<file path="src/rtl/uart_cmd_pkg.sv">
// Shared types and default constants for the UART command frame controller.
// Checksum support is selected by the UART_CMD_CHECKSUM_EN macro in uart_cmd_ctrl.
package uart_cmd_pkg;

    localparam logic [7:0] SYNC_BYTE_DEF = 8'hA5;
    localparam int         MAX_LEN_DEF   = 16;

    typedef enum logic [2:0] {
        IDLE,
        OPCODE,
        ADDR,
        LEN,
        PAYLOAD,
        CHECK,
        HOLD
    } state_t;

    typedef struct packed {
        logic [7:0] opcode;
        logic [7:0] addr;
        logic [7:0] len;
    } cmd_t;

endpackage

</file>
<file path="src/rtl/uart_cmd_buf.sv">
// Payload register file: one synchronous write port, one combinational read port.
module uart_cmd_buf #(
    parameter int DEPTH = 16,
    parameter int IDX_W = 4
) (
    input  logic             clk,
    input  logic             we,
    input  logic [IDX_W-1:0] wr_idx,
    input  logic [7:0]       wr_data,
    input  logic [IDX_W-1:0] rd_addr,
    output logic [7:0]       rd_data
);

    logic [7:0] mem [DEPTH];

    // NOTE: storage is deliberately not reset; contents only matter once a frame fills them.
    always_ff @(posedge clk) begin
        if (we) begin
            mem[wr_idx] <= wr_data;
        end
    end

    // Indices past DEPTH (non power-of-two depths) read as zero instead of X.
    assign rd_data = (int'(rd_addr) < DEPTH) ? mem[rd_addr] : 8'h00;

endmodule

</file>
<file path="src/rtl/uart_cmd_ctrl.sv">
// Frame-level command controller behind the UART receiver: sync hunt, frame assembly,
// valid/ready hand-off and error pulses. Define UART_CMD_CHECKSUM_EN to require the checksum byte.
module uart_cmd_ctrl
    import uart_cmd_pkg::*;
#(
    parameter logic [7:0]  SYNC_BYTE      = SYNC_BYTE_DEF,
    parameter int          MAX_LEN        = MAX_LEN_DEF,
    parameter logic [23:0] TIMEOUT_CYCLES = 24'd100000
) (
    input  logic                       uart_clock,
    input  logic                       uart_reset,
    input  logic [7:0]                 rx_data,
    input  logic                       rx_valid,
    output logic                       cmd_valid,
    input  logic                       cmd_ready,
    output logic [7:0]                 cmd_opcode,
    output logic [7:0]                 cmd_addr,
    output logic [7:0]                 cmd_len,
    input  logic [$clog2(MAX_LEN)-1:0] pl_rd_addr,
    output logic [7:0]                 pl_rd_data,
    output logic                       err_checksum,
    output logic                       err_length,
    output logic                       err_timeout,
    output logic                       err_overrun,
    output logic [15:0]                frame_count
);

    localparam int         IDX_W     = $clog2(MAX_LEN);
    localparam logic [7:0] MAX_LEN_B = 8'(MAX_LEN);

`ifdef UART_CMD_CHECKSUM_EN
    localparam state_t AFTER_DATA = CHECK;
    logic [7:0] csum;
`else
    localparam state_t AFTER_DATA = HOLD;
`endif

    state_t           state;
    cmd_t             cmd;
    logic             rx_valid_q;
    logic [IDX_W-1:0] wr_idx;
    logic [23:0]      tmo_cnt;

    logic strobe;
    logic in_frame;
    logic tmo_expired;
    logic last_payload;
    logic buf_we;

    // A new byte is the rising edge of rx_valid; the held level never counts twice.
    assign strobe       = rx_valid & ~rx_valid_q;
    assign in_frame     = state inside {OPCODE, ADDR, LEN, PAYLOAD, CHECK};
    assign tmo_expired  = in_frame && !strobe && (tmo_cnt == TIMEOUT_CYCLES - 24'd1);
    assign last_payload = (8'(wr_idx) + 8'd1) == cmd.len;
    assign buf_we       = strobe && (state == PAYLOAD);

    assign cmd_opcode = cmd.opcode;
    assign cmd_addr   = cmd.addr;
    assign cmd_len    = cmd.len;

    uart_cmd_buf #(
        .DEPTH (MAX_LEN),
        .IDX_W (IDX_W)
    ) u_buf (
        .clk     (uart_clock),
        .we      (buf_we),
        .wr_idx  (wr_idx),
        .wr_data (rx_data),
        .rd_addr (pl_rd_addr),
        .rd_data (pl_rd_data)
    );

`ifdef UART_CMD_CHECKSUM_EN
    always_ff @(posedge uart_clock or negedge uart_reset) begin
        if (!uart_reset) begin
            csum <= 8'h00;
        end else if (strobe) begin
            if (state == IDLE) begin
                csum <= 8'h00;
            end else if (state inside {OPCODE, ADDR, LEN, PAYLOAD}) begin
                csum <= csum ^ rx_data;
            end
        end
    end
`else
    assign err_checksum = 1'b0;
`endif

    // NOTE: all state below uses non-blocking assignments so every register sees pre-edge values.
    always_ff @(posedge uart_clock or negedge uart_reset) begin
        if (!uart_reset) begin
            state       <= IDLE;
            cmd         <= '0;
            cmd_valid   <= 1'b0;
            rx_valid_q  <= 1'b0;
            wr_idx      <= '0;
            tmo_cnt     <= '0;
            err_length  <= 1'b0;
            err_timeout <= 1'b0;
            err_overrun <= 1'b0;
`ifdef UART_CMD_CHECKSUM_EN
            err_checksum <= 1'b0;
`endif
            frame_count <= '0;
        end else begin
            rx_valid_q  <= rx_valid;
            err_length  <= 1'b0;
            err_timeout <= 1'b0;
            err_overrun <= 1'b0;
`ifdef UART_CMD_CHECKSUM_EN
            err_checksum <= 1'b0;
`endif
            if (strobe || !in_frame) begin
                tmo_cnt <= '0;
            end else begin
                tmo_cnt <= tmo_cnt + 24'd1;
            end

            if (tmo_expired) begin
                err_timeout <= 1'b1;
                state       <= IDLE;
            end else begin
                case (state)
                    IDLE: begin
                        if (strobe && rx_data == SYNC_BYTE) state <= OPCODE;
                    end
                    OPCODE: begin
                        if (strobe) begin
                            cmd.opcode <= rx_data;
                            state      <= ADDR;
                        end
                    end
                    ADDR: begin
                        if (strobe) begin
                            cmd.addr <= rx_data;
                            state    <= LEN;
                        end
                    end
                    LEN: begin
                        if (strobe) begin
                            if (rx_data == 8'h00) begin
                                cmd.len   <= 8'h00;
                                state     <= AFTER_DATA;
                                cmd_valid <= (AFTER_DATA == HOLD);
                            end else if (rx_data > MAX_LEN_B) begin
                                err_length <= 1'b1;
                                state      <= IDLE;
                            end else begin
                                cmd.len <= rx_data;
                                wr_idx  <= '0;
                                state   <= PAYLOAD;
                            end
                        end
                    end
                    PAYLOAD: begin
                        if (strobe) begin
                            wr_idx <= wr_idx + IDX_W'(1);
                            if (last_payload) begin
                                state     <= AFTER_DATA;
                                cmd_valid <= (AFTER_DATA == HOLD);
                            end
                        end
                    end
`ifdef UART_CMD_CHECKSUM_EN
                    CHECK: begin
                        if (strobe) begin
                            if (rx_data == csum) begin
                                state     <= HOLD;
                                cmd_valid <= 1'b1;
                            end else begin
                                err_checksum <= 1'b1;
                                state        <= IDLE;
                            end
                        end
                    end
`endif
                    HOLD: begin
                        // Bytes arriving while a command is held are dropped, even on the accept cycle.
                        if (strobe) err_overrun <= 1'b1;
                        if (cmd_ready) begin
                            cmd_valid   <= 1'b0;
                            frame_count <= frame_count + 16'd1;
                            state       <= IDLE;
                        end
                    end
                    default: state <= IDLE;
                endcase
            end
        end
    end

endmodule

</file>
<file path="config.mk">
export PLATFORM = sky130hd
export DESIGN_NAME = uart_cmd_ctrl
export DESIGN_NICKNAME = d
export VERILOG_FILES = /design/src/rtl/uart_cmd_pkg.sv /design/src/rtl/uart_cmd_buf.sv /design/src/rtl/uart_cmd_ctrl.sv
export SDC_FILE = /design/constraint.sdc
export NUM_CORES = 1
export LEC_CHECK = 0
export CAP_MARGIN = 20
export CORE_MARGIN = 1
export CORE_UTILIZATION = 50
export CTS_BUF_LIST = sky130_fd_sc_hd__clkbuf_4 sky130_fd_sc_hd__clkbuf_8
export CTS_CLUSTER_SIZE = 8
export DETAILED_ROUTE_END_ITERATION = 7
export PLACE_DENSITY_LB_ADDON = 0.05
export SKIP_CTS_REPAIR_TIMING = 1
export SYNTH_ARGS = -nofsm -noshare
export SYNTH_HDL_FRONTEND = slang
export SYNTH_SLANG_ARGS = --single-unit
export TNS_END_PERCENT = 100
</file>
<file path="constraint.sdc">
create_clock -name uart_clock -period 3.3 [get_ports uart_clock]
set_clock_uncertainty 0.2 [all_clocks]
set_input_delay 0.33 -clock uart_clock [delete_from_list [all_inputs] [get_ports uart_clock]]
set_output_delay 0.33 -clock uart_clock [all_outputs]
set_load 0.005 [all_outputs]
</file>
==> results of run 1 <==
registers in the layout (all words and copies together) (netlist names):
signal and cells:
cmd_opcode 8, wr_idx 4, err_timeout 1, err_length 1, u_buf.mem 128, rx_valid_q 1
frame_count 16, cmd_addr 8, err_overrun 1, state 3, cmd_len 8, tmo_cnt 24
cmd_valid 1
area by class of cell:
class | count | area (sq um)
flip-flops and latches | 204 | 5746
fillers | 1269 | 6320
clock buffers | 52 | 646.9
multi-input cells | 293 | 2609
clock inverters | 5 | 56.30
repair buffers | 93 | 885.9
inverters | 12 | 45.04
well taps | 220 | 275.3
synthesized netlist by cell type, types with 9 or more instances:
| master | instances | area, sq um |
|---|---|---|
| and3_1 | 9 | 56.30 |
| nand2_1 | 24 | 90.09 |
| dfrtp_1 | 76 | 1902 |
| clkbuf_1 | 11 | 41.29 |
| and2_1 | 10 | 62.56 |
| mux4_2 | 40 | 900.9 |
| nand3_1 | 18 | 90.09 |
| mux2_2 | 23 | 259.0 |
| xor2_1 | 10 | 87.58 |
| nor3_1 | 15 | 75.07 |
| nor2_1 | 26 | 97.59 |
| nand4_1 | 10 | 62.56 |
| xnor2_1 | 25 | 219.0 |
| a21oi_1 | 12 | 60.06 |
| inv_1 | 12 | 45.04 |
| nor4_1 | 10 | 62.56 |
| edfxtp_1 | 128 | 3844 |
cells in the final DEF, fill, tap and decap left out, drive strengths merged, types with 19 or more instances in the layout:
cell type      netlist  routed
mux2                23      23
edfxtp             128     128
mux4                40      40
nor2                26      26
nand2               24      24
nand3               19      19
buf                  9      27
dfrtp               76      76
clkdlybuf4s50        0      65
xnor2               25      25
clkbuf              11      52
power by group:
group	internal, mW	switching (mW)	leakage [nW]	total [mW]
Sequential	2.86	0.134	2.17	2.99
Combinational	0.440	0.307	1.22	0.748
Clock	1.33	0.969	0.372	2.29
Total	4.63	1.41	3.76	6.04
cell families (layout without fill, tap and decap cells):
kind of cell | Yosys count | in the layout | synth area share [%]
xor+xnor | 35 | 35 | 3.610
buf+inv | 32 | 162 | 1.621
compound gates | 37 | 37 | 2.888
fa+ha+maj | 6 | 6 | 0.8840
simple gates | 151 | 151 | 9.636
flops | 204 | 204 | 67.66
mux | 63 | 63 | 13.66
other cells | 1 | 1 | 0.04416
per-layer routing:
layer / vias to the layer above / track usage [%]
met5: - / 0
met1: 2527 / 29.65
li1: 2270 / -
met3: 35 / 4.075
met2: 155 / 37.46
met4: 0 / 8.493
worst reg2reg max path: stages, from the launching register on:
cell and delay, ps:
dfrtp_1 570, or3b_2 520, nor2_1 340, nand2_1 180, nor3_1 390, buf_4 280
path summary, 6_finish.rpt:
kind | slack (ps) | startpoint | to | cells past startpoint
max | 380 | pl_rd_addr[1] | pl_rd_data[7] | 5
min | 100 | rx_valid | rx_valid_q$_DFF_PN0_ | 1
max reg2reg | 530 | state[2]$_DFFE_PN0P_ | u_buf.mem[7][1]$_DFFE_PP_ | 5
min reg2reg | 280 | frame_count[15]$_DFFE_PN0P_ | frame_count[15]$_DFFE_PN0P_ | 1
max in group asynchronous | 1960 | uart_reset | tmo_cnt[10]$_DFF_PN0_ | 2
min in group asynchronous | 280 | uart_reset | frame_count[11]$_DFFE_PN0P_ | 2
==> results.md, run 1 <==
* Worst skew pair latency at ~520 ps
* Initial detailed-routing violation count at 362
* Rel. slew slack at 36.23%
* Antenna diode count at 0
* Min cycle time layout at between 2000 and 3000 ps
* Dpl cells at 821
* Setup TNS at 0 ps
* Critical path launch point type: input pin
* Gate Count Post-Synth at 529
* First-pass GRT wire length at 29.12 mm
* Worst min-delay path class: input pin to flop
* Drt total wl at between 15 and 20 mm
* Mean post-synth cell area at 16.05 sq um
* Final Instance Area at 10,260 sq um
* Final Hold Viols at 0
* Worst path cell trace: clkdlybuf4s50_1, buf_12, mux4_2, mux4_2, clkdlybuf4s50_1
* Metal2 WL at 9.452 mm
* Metal-1 WL at 7.832 mm
* RSZ-0062 raised after global routing: no
* CTS clk-pin slew, worst paths at approximately 60 ps
* Initial core utilization at 51.21%
* Cts bufs inserted at 35
* F_max at 342.6 MHz
* Final hold slack at about 100 ps
* Total chip power at 6.037 mW
* Die area at 17,510 sq um
* Core Region at roughly 17,000 sq um
* Cell area power density at 588.2 nW/um^2
* Critical Path AT at between 2000 and 2500 ps
* CTS root buf: clkbuf_8
* Netlist Area Pre-Place at approximately 8500 sq um
* Post-route setup slack at between 300 and 400 ps
* Ys flop type: edfxtp_1
* IO buf count at 67
* Num rows at 47
* YS warnings at 0
* Top routing layer used: met4
* Delay-heaviest family, CP: buffers and inverters
* Tot GR Track Use at between 20 and 25%
* CP bufs+invs at 3
* Ports at slightly below 70
* Initial antenna violation count at 0
* Yosys cell types at 52
* GP Congestion at 0.8041
* DRC Markers at 0
* Max_cap viols at 0
* Crit path max fanout at 32
* Area after DPL at 9550 sq um
* Final Util at 61.89%
* Worst-margin pin slew at 956.6 ps
* Syn_nets at 551
* Largest net degree at the start of global routing at 77
* Slew Viols, Final at 0
* Sequential-to-total area share from yosys stat at approximately 68%
* DP HPWL at 11.92 mm
* Setup slack at placement at roughly 380 ps
* Final setup viols at 0
* CTS tree: yes
* Vias in the first global route at 5,231
* WL per Instance at 21.32 microns
* Req. time, crit path at 2770 ps
* Outcome: finished, final reports clean
* Die Y at 132.3 microns
* Nets at between 600 and 700
* Grt ovf at 0
* Max IR drop VDD at 427.0 uV
* CTS max path bufs at 3
* Worst Setup Path Type: input pin to output pin
* H-tree levels at 2
* Fin cells at 879
* Pre-antenna DRT Iters at 4
* CP endpoint kind: output pin
* Remaining antenna violation count after routing at 0
* Leakage at 3.762 nW
* #FFs+latches synth at just over 200
* Die width at 132.3 microns
* EDFF count, synth at 128
* Max incr delay on CP at 520 ps
* Critical path's slowest cell: mux4_2
* Area delta synth->final at 20.86%
* DR vias/cell at between 5 and 6
* Routed wl met3 at 1.038 mm
* CTS sink cnt at 204
* Detailed-route via count at 4,987
* Fraction of layout instances using a drive strength above 1 at a little under a quarter
* Period Utilization, post-route at 88.45%
* Synth async-reset ratio at 37.25%
Note: power is estimated with default switching activity, not from simulation.
==> run 2: changes to the inputs <==
- CORE_UTILIZATION: 50 -> 36
- clock period: 3.3 -> 2.55 ns (I/O delays scaled with it)
==> run 2 against run 1 <==
Effect of this change: worst setup slack got worse by 310 ps; clock power rose by 38%; critical path type is now flop to output pin; global-route usage fell by 4.2 points; register-to-register slack got worse by 330 ps; sequential cell count did not move; wire length rose by 12%; critical endpoint is now pl_rd_data[0]; cell area rose by 4.8%; via count rose by 2.9%.
==> results.md, run 2 (synthesis results as in run 1) <==
* Outcome: finished, final reports clean (unchanged)
* Vias in the first global route at 5,504 (was 5,231)
* First-pass GRT wire length at 32.44 mm (was 29.12 mm)
* Ports at 69 (unchanged)
* IO buf count at 67 (unchanged)
* Setup TNS at 0 ps (unchanged)
* Remaining antenna violation count after routing at 0 (unchanged)
* Crit path max fanout at 1 (was 32)
* Period Utilization, post-route at between 90 and 100%
* Final Hold Viols at 0 (unchanged)
* Req. time, crit path at 2100 ps (was 2770 ps)
* Critical Path AT at 2030 ps (was 2390 ps)
* H-tree levels at 2 (unchanged)
* Initial detailed-routing violation count at 247 (was 362)
* CTS tree: yes (unchanged)
* Detailed-route via count at 5,132 (was 4,987)
* Initial antenna violation count at 0 (unchanged)
* Rel. slew slack at 60.98% (was 36.23%)
* WL per Instance at 20.84 microns (was 21.32 microns)
* Min cycle time layout at 2481 ps
* Worst min-delay path class: input pin to flop (unchanged)
* Worst skew pair latency at 520 ps (about the same)
* Antenna diode count at 0 (unchanged)
* GP Congestion at 0.8249 (was 0.8041)
* Fraction of layout instances using a drive strength above 1 at 27.91% (was 23.37%)
* Die Y at 155.6 microns (was 132.3 microns)
* Drt total wl at 21.01 mm (was 18.74 mm)
* Die area at 24,210 sq um (was 17,510 sq um)
* Grt ovf at 0 (unchanged)
* Core Region at 22,920 sq um (was 16,580 sq um)
* Setup slack at placement at -232.4 ps (was 381.6 ps)
* RSZ-0062 raised after global routing: no (unchanged)
* Largest register by flop count: u_buf.mem (unchanged)
* Initial core utilization at 37.06% (was 51.21%)
* Final setup viols at 0 (unchanged)
* Worst Setup Path Type: flop to output pin (was input pin to output pin)
* Largest net degree at the start of global routing at 57 (was 77)
* CTS max path bufs at 3 (unchanged)
* CTS clk-pin slew, worst paths at 50 ps (was 60 ps)
* Post-route setup slack at 68.78 ps (was 381.1 ps)
* Slew Viols, Final at 0 (unchanged)
* Cts bufs inserted at 37 (was 35)
* Worst-margin pin slew at 580.8 ps (was 956.6 ps)
* Pre-antenna DRT Iters at 4 (unchanged)
* CTS root buf: clkbuf_8 (unchanged)
* DP HPWL at 14.02 mm (was 11.92 mm)
* Leading registers by flop count: u_buf.mem (128), tmo_cnt (24), frame_count (16) (unchanged)
* DRC Markers at 0 (unchanged)
* CTS sink cnt at 204 (unchanged)
* F_max at 403.0 MHz
* Cell area power density at 750.0 nW/um^2 (was 588.2 nW/um^2)
* Area delta synth->final at 26.68% (was 20.86%)
* Max_cap viols at 0 (unchanged)
* Critical path launch point type: flop (was input pin)
* DR vias/cell at 5.091 (was 5.673)
* Leakage at 3.989 nW (was 3.762 nW)
* Max IR drop VDD at 326.9 uV (was 427.0 uV)
* Die width at 155.6 microns (was 132.3 microns)
* Commonest non-fill, non-tap cell in the layout: edfxtp_1 (unchanged)
* Commonest cells after routing, fill and taps aside: edfxtp_1 (128), dfrtp_1 (76), clkdlybuf4s50_1 (57) (was edfxtp_1 (128), dfrtp_1 (76), clkdlybuf4s50_1 (65))
* Nets at 691 (was 661)
* Num rows at 55 (was 47)
* Max reg flops at 128 (unchanged)
* Tot GR Track Use at 18.24% (was 22.49%)
* CP endpoint kind: output pin (unchanged)
run 2: cell types whose count changed in the layout (fill, tap and decap cells not counted), moves of 2 or more:
cell | previous run | this run
buf_12 | 2 | 12
buf_4 | 24 | 40
clkbuf_2 | 0 | 7
clkbuf_4 | 11 | 14
clkbuf_8 | 41 | 47
clkdlybuf4s50_1 | 65 | 57
dlygate4sd3_1 | 1 | 3
run 2: worst paths after layout:
path	from	to	slack (ps)	cells past startpoint
setup / recovery	u_buf.mem[3][0]$_DFFE_PP_	pl_rd_data[0]	70	3
hold / removal	rx_valid	rx_valid_q$_DFF_PN0_	60	1
setup reg to reg	tmo_cnt[0]$_DFF_PN0_	tmo_cnt[20]$_DFF_PN0_	200	5
hold reg to reg	frame_count[15]$_DFFE_PN0P_	frame_count[15]$_DFFE_PN0P_	280	1
max in group asynchronous	uart_reset	cmd_len[7]$_DFFE_PN0P_	770	4
min in group asynchronous	uart_reset	cmd_len[2]$_DFFE_PN0P_	500	3
run 2: final cells by class:
cell class                 instances  area (sq um)
fill                            2005         12160
sequential                       204          5746
multi-input combinational        293          2609
timing repair buffer             121          1194
clock buffer                      61         752.0
tap                              313         391.6
inverter                          12         45.04
clock inverter                     4         21.27
run 2: routing by layer:
layer	GRT usage (%)	part of all wire, %
met1	23.60	43
met2	30.45	49
met3	4.333	6.0
met4	5.509	1.9
met5	0	0
run 2: power breakdown:
part	internal [mW]	switching, mW	total [mW]
registers	3.70	0.122	3.82
logic	0.604	0.481	1.09
clock network	1.85	1.31	3.16
total	6.16	1.91	8.07
run 2: through the flow:
stage	area [sq um]	cells	utilization, %	total power [mW]	hold WS, ps
4_1_cts	10760	1005	46.96	8.204	-596.0
5_1_grt	10760	1008	46.95	8.438	72.55
3_5_place_dp	9987	940	43.58	4.994	-32.98
2_1_floorplan	8492	529	-	4.358	-240.6
3_3_place_gp	9987	940	43.58	4.973	-43.12
6_report	10760	1008	46.95	8.069	64.33
run 2: critical path: stages (launching register included):
cell and delay, ps:
edfxtp_1 380, mux4_2 480, mux4_2 510, clkbuf_2 140
